--- src/rtl/uart_pkg.sv ---
// Shared UART definitions for the FPGA<->NANO pixel link: FSM state types and
// default line timing constants used by both the RX and TX sides.
package uart_pkg;

   localparam int DEFAULT_CLOCK_FREQ = 50_000_000;
   localparam int DEFAULT_BAUD_RATE  = 9600;

   // RX_BREAK holds off after a framing error until the line returns high
   typedef enum logic [2:0] {
      RX_IDLE,
      RX_START,
      RX_DATA,
      RX_STOP,
      RX_BREAK
   } rx_state_t;

   typedef enum logic {
      ASM_WAIT_HIGH,
      ASM_WAIT_LOW
   } asm_state_t;

   function automatic int baudDivisor(input int clockFreq, input int baudRate);
      return clockFreq / baudRate;
   endfunction

endpackage

--- src/rtl/uart_rx_byte.sv ---
// 8N1 byte receiver: 2-FF synchroniser on the RX line, single mid-bit sample
// per bit, registered byte-valid and framing-error strobes.
module uart_rx_byte
   import uart_pkg::*;
#(
   parameter int BAUD_DIV = 16
) (
   input  logic       clk,
   input  logic       reset,
   input  logic       i_rx,
   output logic [7:0] o_byte,
   output logic       o_byteValid,
   output logic       o_frameErr,
   output logic       o_rxActive
);

   localparam int CW = $clog2(BAUD_DIV);
   localparam logic [CW-1:0] HALF_LOAD = CW'(BAUD_DIV / 2 - 1);
   localparam logic [CW-1:0] FULL_LOAD = CW'(BAUD_DIV - 1);

   logic          r_sync1;
   logic          r_sync2;
   logic          r_rxPrev;
   rx_state_t     r_state;
   rx_state_t     w_nextState;
   logic [CW-1:0] r_bitTimer;
   logic [2:0]    r_bitIdx;
   logic [7:0]    r_shift;
   logic          r_byteValid;
   logic          r_frameErr;
   logic          w_fallEdge;
   logic          w_tick;

   assign w_fallEdge = r_rxPrev & ~r_sync2;
   assign w_tick     = (r_bitTimer == '0);

   always_ff @(posedge clk) begin
      if (reset) begin
         r_sync1  <= 1'b1;
         r_sync2  <= 1'b1;
         r_rxPrev <= 1'b1;
      end else begin
         r_sync1  <= i_rx;
         r_sync2  <= r_sync1;
         r_rxPrev <= r_sync2;
      end
   end

   always_ff @(posedge clk) begin
      if (reset) r_state <= RX_IDLE;
      else       r_state <= w_nextState;
   end

   always_comb begin
      w_nextState = r_state;
      case (r_state)
         RX_IDLE:  if (w_fallEdge) w_nextState = RX_START;
         RX_START: if (w_tick) w_nextState = r_sync2 ? RX_IDLE : RX_DATA;
         RX_DATA:  if (w_tick && r_bitIdx == 3'd7) w_nextState = RX_STOP;
         RX_STOP:  if (w_tick) w_nextState = r_sync2 ? RX_IDLE : RX_BREAK;
         RX_BREAK: if (r_sync2) w_nextState = RX_IDLE;
         default:  w_nextState = RX_IDLE;
      endcase
   end

   // Bit timer counts down to zero; every expiry is a mid-bit sample point
   always_ff @(posedge clk) begin
      if (reset) begin
         r_bitTimer  <= '0;
         r_bitIdx    <= '0;
         r_shift     <= '0;
         r_byteValid <= 1'b0;
         r_frameErr  <= 1'b0;
      end else begin
         r_byteValid <= 1'b0;
         r_frameErr  <= 1'b0;
         case (r_state)
            RX_IDLE: begin
               if (w_fallEdge) r_bitTimer <= HALF_LOAD;
            end
            RX_START: begin
               if (w_tick) begin
                  r_bitTimer <= FULL_LOAD;
                  r_bitIdx   <= '0;
               end else begin
                  r_bitTimer <= r_bitTimer - 1'b1;
               end
            end
            RX_DATA: begin
               if (w_tick) begin
                  r_shift    <= {r_sync2, r_shift[7:1]};
                  r_bitIdx   <= r_bitIdx + 1'b1;
                  r_bitTimer <= FULL_LOAD;
               end else begin
                  r_bitTimer <= r_bitTimer - 1'b1;
               end
            end
            RX_STOP: begin
               if (w_tick) begin
                  r_byteValid <= r_sync2;
                  r_frameErr  <= ~r_sync2;
               end else begin
                  r_bitTimer <= r_bitTimer - 1'b1;
               end
            end
            default: ;
         endcase
      end
   end

   assign o_byte      = r_shift;
   assign o_byteValid = r_byteValid;
   assign o_frameErr  = r_frameErr;
   assign o_rxActive  = (r_state != RX_IDLE);

endmodule

--- src/rtl/uart_rx_pixel.sv ---
// Pixel-link receiver: pairs received bytes (high, then low) into a 12-bit RGB
// pixel, dropping a lone high byte when its partner does not arrive in time.
module uart_rx_pixel
   import uart_pkg::*;
#(
   parameter int CLOCK_FREQ   = DEFAULT_CLOCK_FREQ,
   parameter int BAUD_RATE    = DEFAULT_BAUD_RATE,
   parameter int TIMEOUT_BITS = 20
) (
   input  logic        clk,
   input  logic        reset,
   input  logic        rx_port,
   output logic [11:0] pixel,
   output logic        pixel_valid,
   output logic        frame_err,
   output logic        busy
);

   localparam int BAUD_DIV     = baudDivisor(CLOCK_FREQ, BAUD_RATE);
   localparam int TIMEOUT_CLKS = TIMEOUT_BITS * BAUD_DIV;
   localparam int TW           = $clog2(TIMEOUT_CLKS + 1);
   localparam logic [TW-1:0] TIMEOUT_LIMIT = TW'(TIMEOUT_CLKS);

   logic [7:0]    w_byte;
   logic          w_byteValid;
   logic          w_frameErr;
   logic          w_rxActive;
   logic          w_timeout;
   asm_state_t    r_asm;
   asm_state_t    w_nextAsm;
   logic [7:0]    r_hiByte;
   logic [11:0]   r_pixel;
   logic          r_pixelValid;
   logic [TW-1:0] r_timeout;

   uart_rx_byte #(
      .BAUD_DIV(BAUD_DIV)
   ) u_rxByte (
      .clk        (clk),
      .reset      (reset),
      .i_rx       (rx_port),
      .o_byte     (w_byte),
      .o_byteValid(w_byteValid),
      .o_frameErr (w_frameErr),
      .o_rxActive (w_rxActive)
   );

   assign w_timeout = (r_timeout == TIMEOUT_LIMIT);

   always_ff @(posedge clk) begin
      if (reset) r_asm <= ASM_WAIT_HIGH;
      else       r_asm <= w_nextAsm;
   end

   // A framing error always resynchronises: the next good byte is a high byte
   always_comb begin
      w_nextAsm = r_asm;
      if (w_frameErr) begin
         w_nextAsm = ASM_WAIT_HIGH;
      end else begin
         case (r_asm)
            ASM_WAIT_HIGH: if (w_byteValid) w_nextAsm = ASM_WAIT_LOW;
            ASM_WAIT_LOW:  if (w_byteValid || w_timeout) w_nextAsm = ASM_WAIT_HIGH;
            default:       w_nextAsm = ASM_WAIT_HIGH;
         endcase
      end
   end

   // Timeout only counts idle line time, so a slow low byte in flight is not cut off
   always_ff @(posedge clk) begin
      if (reset) begin
         r_hiByte     <= '0;
         r_pixel      <= '0;
         r_pixelValid <= 1'b0;
         r_timeout    <= '0;
      end else begin
         r_pixelValid <= 1'b0;
         case (r_asm)
            ASM_WAIT_HIGH: begin
               if (w_byteValid) begin
                  r_hiByte  <= w_byte;
                  r_timeout <= '0;
               end
            end
            ASM_WAIT_LOW: begin
               if (w_byteValid) begin
                  r_pixel      <= {r_hiByte, w_byte[7:4]};
                  r_pixelValid <= 1'b1;
               end else if (!w_rxActive && !w_timeout) begin
                  r_timeout <= r_timeout + 1'b1;
               end
            end
            default: ;
         endcase
      end
   end

   assign pixel       = r_pixel;
   assign pixel_valid = r_pixelValid;
   assign frame_err   = w_frameErr;
   assign busy        = w_rxActive | (r_asm == ASM_WAIT_LOW);

endmodule

--- config.mk ---
export PLATFORM = sky130hd
export DESIGN_NAME = uart_rx_pixel
export DESIGN_NICKNAME = d
export VERILOG_FILES = /design/src/rtl/uart_pkg.sv /design/src/rtl/uart_rx_byte.sv /design/src/rtl/uart_rx_pixel.sv
export SDC_FILE = /design/constraint.sdc
export NUM_CORES = 1
export LEC_CHECK = 0
export ABC_AREA = 1
export BUFFER_PORTS_ARGS = -buffer_cell sky130_fd_sc_hd__clkbuf_2
export CAP_MARGIN = 40
export CORE_MARGIN = 2
export CORE_UTILIZATION = 36
export CTS_BUF_LIST = sky130_fd_sc_hd__clkbuf_8
export CTS_CLUSTER_SIZE = 25
export DETAILED_ROUTE_END_ITERATION = 16
export HOLD_SLACK_MARGIN = 0.15
export SETUP_SLACK_MARGIN = 0.4
export SLEW_MARGIN = 20
export SYNTH_ARGS = -nofsm -noshare
export SYNTH_HDL_FRONTEND = slang
export SYNTH_SLANG_ARGS = --single-unit
--- constraint.sdc ---
create_clock -name clk -period 1.6 [get_ports clk]
set_input_delay 0.24 -clock clk [delete_from_list [all_inputs] [get_ports clk]]
set_output_delay 0.24 -clock clk [all_outputs]
set_load 0.1 [all_outputs]
==> summary.md <==
| Metric | Value |
|---|---|
| Tot Pwr | 7277 uW |
| Initial antenna violation count | 0 |
| HP Class | in2reg |
| Critical Path AT | 1.82 ns |
| Number of flops mapped to enable cells by yosys | 0 |
| Post-synthesis sequential area ratio | 39.87% |
| Sequential share of power | 28.7% |
| Register bit total from synthesis | 71 |
| Minimum clock period | 1.559 ns |
| Distinct cells, synth | 34 |
| First-pass GRT wire length | 16,130 um |
| CTS Buffer Depth | 2 |
| Vias per cell | 4.888 |
| Kind of end point of the critical path | flop |
| Die ar. | 10,710 um^2 |
| Antenna Cells | 0 |
| Layout cells sized above 1 | 42.43% |
| Most used DFF post-synth | dfxtp_1 |
| Nature of the critical path startpoint | flop |
| CP max FO | 5 |
| FF-to-FF End | r_timeout[9] |
| Status | completed |
| Fin crit share | 97.45% |
| Crit path to | r_timeout[9] |
| Clock sink count | 71 |
| Wirelength per Cell | 13.07 um |
| Pre-antenna DRT Iters | 4 |
| CP startpoint | r_timeout[1] |
| Final #Nets | 614 |
| GRT Total Usage | 18.32% |
| Synth Net Count | 534 |
| Gr busiest metal | met2 |
| # DRC | 0 |
| Crit-path slowest cell | dfxtp_2 |
| Setup WS pre-CTS | -0.007841 ns |
| Routability-driven placement congestion ratio | 0.8363 |
| Area contributors post-synth | dfxtp_1, nand2_1, nor2_1, a21oi_1, inv_1 |
| Synth Instances | 523 |
| Reg2reg path depth | 14 |
| Combinational power share | 50.6% |
| Pwr dens | 1365 nW/um^2 |
| Ys Warns | 0 |
| DIE HEIGHT | 103.5 um |
| Area Growth Syn to Fin | 49.56% |
| Maxcap violations | 0 |
| Post-DP HPWL | 5979 um |
| Clock share of power | 20.8% |
| Initial core utilization | 36.81% |
| Hold Fails Final Rpt | 0 |
| Remaining Overflow, GRT | 0 |
| PnR worst setup slack | 0.04082 ns |
| Post-Syn Area per Cell | 6.816 um^2 |
| Commonest cells after routing, fill and taps aside | nand2_1, nor2_1, inv_1, buf_4, dfxtp_1 |
| Lkg Pwr | 0.002155 uW |
| GR Util met1 | 23.18% |
| Area share of the largest cell type after synthesis | 39.87% |
| CP most frequent cell | nand2_2 |
| CP Data Required Time | 1.86 ns |
| Detail Route Antenna Nets | 0 |
| Psw | 3019 uW |
| Htree depth | 3 |
| Row cnt | 36 |
| Setup Skew | 0.01073 ns |
| CP Depth | 14 |
| Reg2reg start | r_timeout[1] |
| CP Buf/Inv Count | 3 |
| Mapped cell area | 3565 um^2 |
| Hold depth | 3 |
| CP Cell Sequence | inv_2 > ha_4 > nand2_2 > inv_2 > nand2_1 > nor2_1 > nand2_2 > nand2_2 > nand2_4 > buf_12 > nand2_4 > nand2_2 > nand2_2 > nor2_2 |
| Post-synth ARST share | 0% |
| CTS tree | yes |
| VDD IR max | 0.6586 mV |
| Iteration-0 DRC Markers | 130 |
| Core ar. | 9684 um^2 |
| # setup viols final | 0 |
| Switching Fraction | 41.49% |
| Via count | 3,622 |
| Fmax | 0.6414 GHz |
| Largest net degree at the start of global routing | 25 |
| Post-synth top area cell | dfxtp_1 |
| Total CTS buffers | 9 |
| Vias in the first global route | 3,521 |
| Reg clk slew, reported paths | 0.09 ns |
| Worst Max-Slew Pin Slew | 0.4873 ns |
| Crit Path Class | reg2reg |
| FF-to-FF setup slack | 0.04 ns |
| Final number of max-transition violations | 0 |
| Die X | 103.5 um |
| RSZ-0062 raised after global routing | yes |
| Clk root buf | clkbuf_8 |
| Routed WL | 9684 um |
| Largest stage delay on the critical path | 0.34 ns |
| Commonest non-fill, non-tap cell in the layout | nand2_1 |
| Clk_lat worst skew | 0.37 ns |
| I/O Buffers | 17 |
| M3 GR Usage | 2.643% |
| Rel. slew slack | 67.21% |
| # IOs | 18 |
| Filler Cells Inserted | 875 |
| Worst path top cell family by delay | simple AND/OR/NAND/NOR gates |
| Met2 usage | 30.89% |
| P_int | 4257 uW |
[synthesized netlist by cell type, types with 5 or more instances]
cell      instances
a21oi_1          46
a21oi_2           9
clkbuf_1         10
dfxtp_1          71
ha_1              8
inv_1            53
nand2_1         122
nand2_2           5
nand3_1          33
nand4_1           6
nor2_1           86
o21ai_0          37
[cells by family (layout without fill, tap and decap cells)]
kind of cell | count (synthesis) | in the layout | synth area share (%)
adder cells (fa/ha/maj) | 8 | 8 | 2.808
AND/OR/NAND/NOR | 270 | 272 | 33.17
XOR/XNOR | 4 | 4 | 0.9830
AO/OA/AOI/OAI | 98 | 98 | 14.92
buffers and inverters | 72 | 155 | 8.248
flip-flops | 71 | 71 | 39.87
[flip-flops by register name, indices dropped and copies added, names as in the netlist, 3 cells and up]
name / cells
u_rxByte.r_bitTimer: 13
r_timeout: 17
r_hiByte: 8
pixel: 12
u_rxByte.o_byte: 8
u_rxByte.r_bitIdx: 3
u_rxByte.r_state: 3
[how the worst min path moves through the flow]
stage                          end  slack (ns)                 from
2_1_floorplan     u_rxByte.r_sync1        0.34              rx_port
3_3_place_gp                 r_asm        0.39  u_rxByte.o_frameErr
3_5_place_dp                 r_asm        0.40  u_rxByte.o_frameErr
4_1_cts              r_timeout[13]        0.26                reset
5_1_grt        u_rxByte.r_state[2]        0.28                reset
6_report       u_rxByte.r_state[0]        0.27                reset
[repair_timing]
action / 4_1_cts / 5_1_grt
setup endpoints to repair: 72 / 66
hold buffers: 1 / 0
endpoints found under the hold margin: 1 / 0
cloned: 4 / 1
buffers inserted: 29 / 4
pin swaps: 22 / 28
resized for setup: 126 / 65
[metrics by stage]
| step | instances | util [%] | instance area [um^2] | hold WS [ns] | setup TNS, ns |
|---|---|---|---|---|---|
| 6_report | 741 | 55.05 | 5331 | 0.2674 | 0 |
| 5_1_grt | 741 | 55.05 | 5331 | 0.2808 | -0.6389 |
| 4_1_cts | 736 | 52.48 | 5082 | 0.2629 | 0 |
| 3_5_place_dp | 686 | 42.64 | 4129 | 0.3988 | -0.01228 |
| 3_3_place_gp | 686 | 42.64 | 4129 | 0.3938 | 0 |
| 2_1_floorplan | 523 | - | 3724 | 0.3438 | 0 |
[final cells by class]
cell class                 instances  area, um^2  share of cell area, %
clock buffer                       9       123.9                  2.323
timing repair buffer              81       875.8                  16.43
tap                              133       166.4                  3.121
inverter                          58       245.2                  4.600
sequential                        71        1469                  27.55
multi-input combinational        382        2374                  44.52
clock inverter                     7       77.57                  1.455
[power groups by stage]
stage                     combinational, uW  clock, uW  sequential [uW]
after floorplan                        1710          0             2040
after global placement                 2100          0             2060
after detailed placement               2150          0             2060
after CTS                              3420       1540             2070
after global routing                   3980       1620             2110
final                                  3680       1510             2090
[per-layer routing]
layer / wire length, um / up-vias
met5: 0 / -
met4: 197 / 0
met3: 249 / 13
met2: 4738 / 55
met1: 4499 / 1702
li1: - / 1852
[tightest hold or removal path, delay by kind of cell]
family	cells	cell delay, ns
AO/OA/AOI/OAI	1	0.04
buffers and inverters	2	0.32
Power figures use the tool's default switching activity.
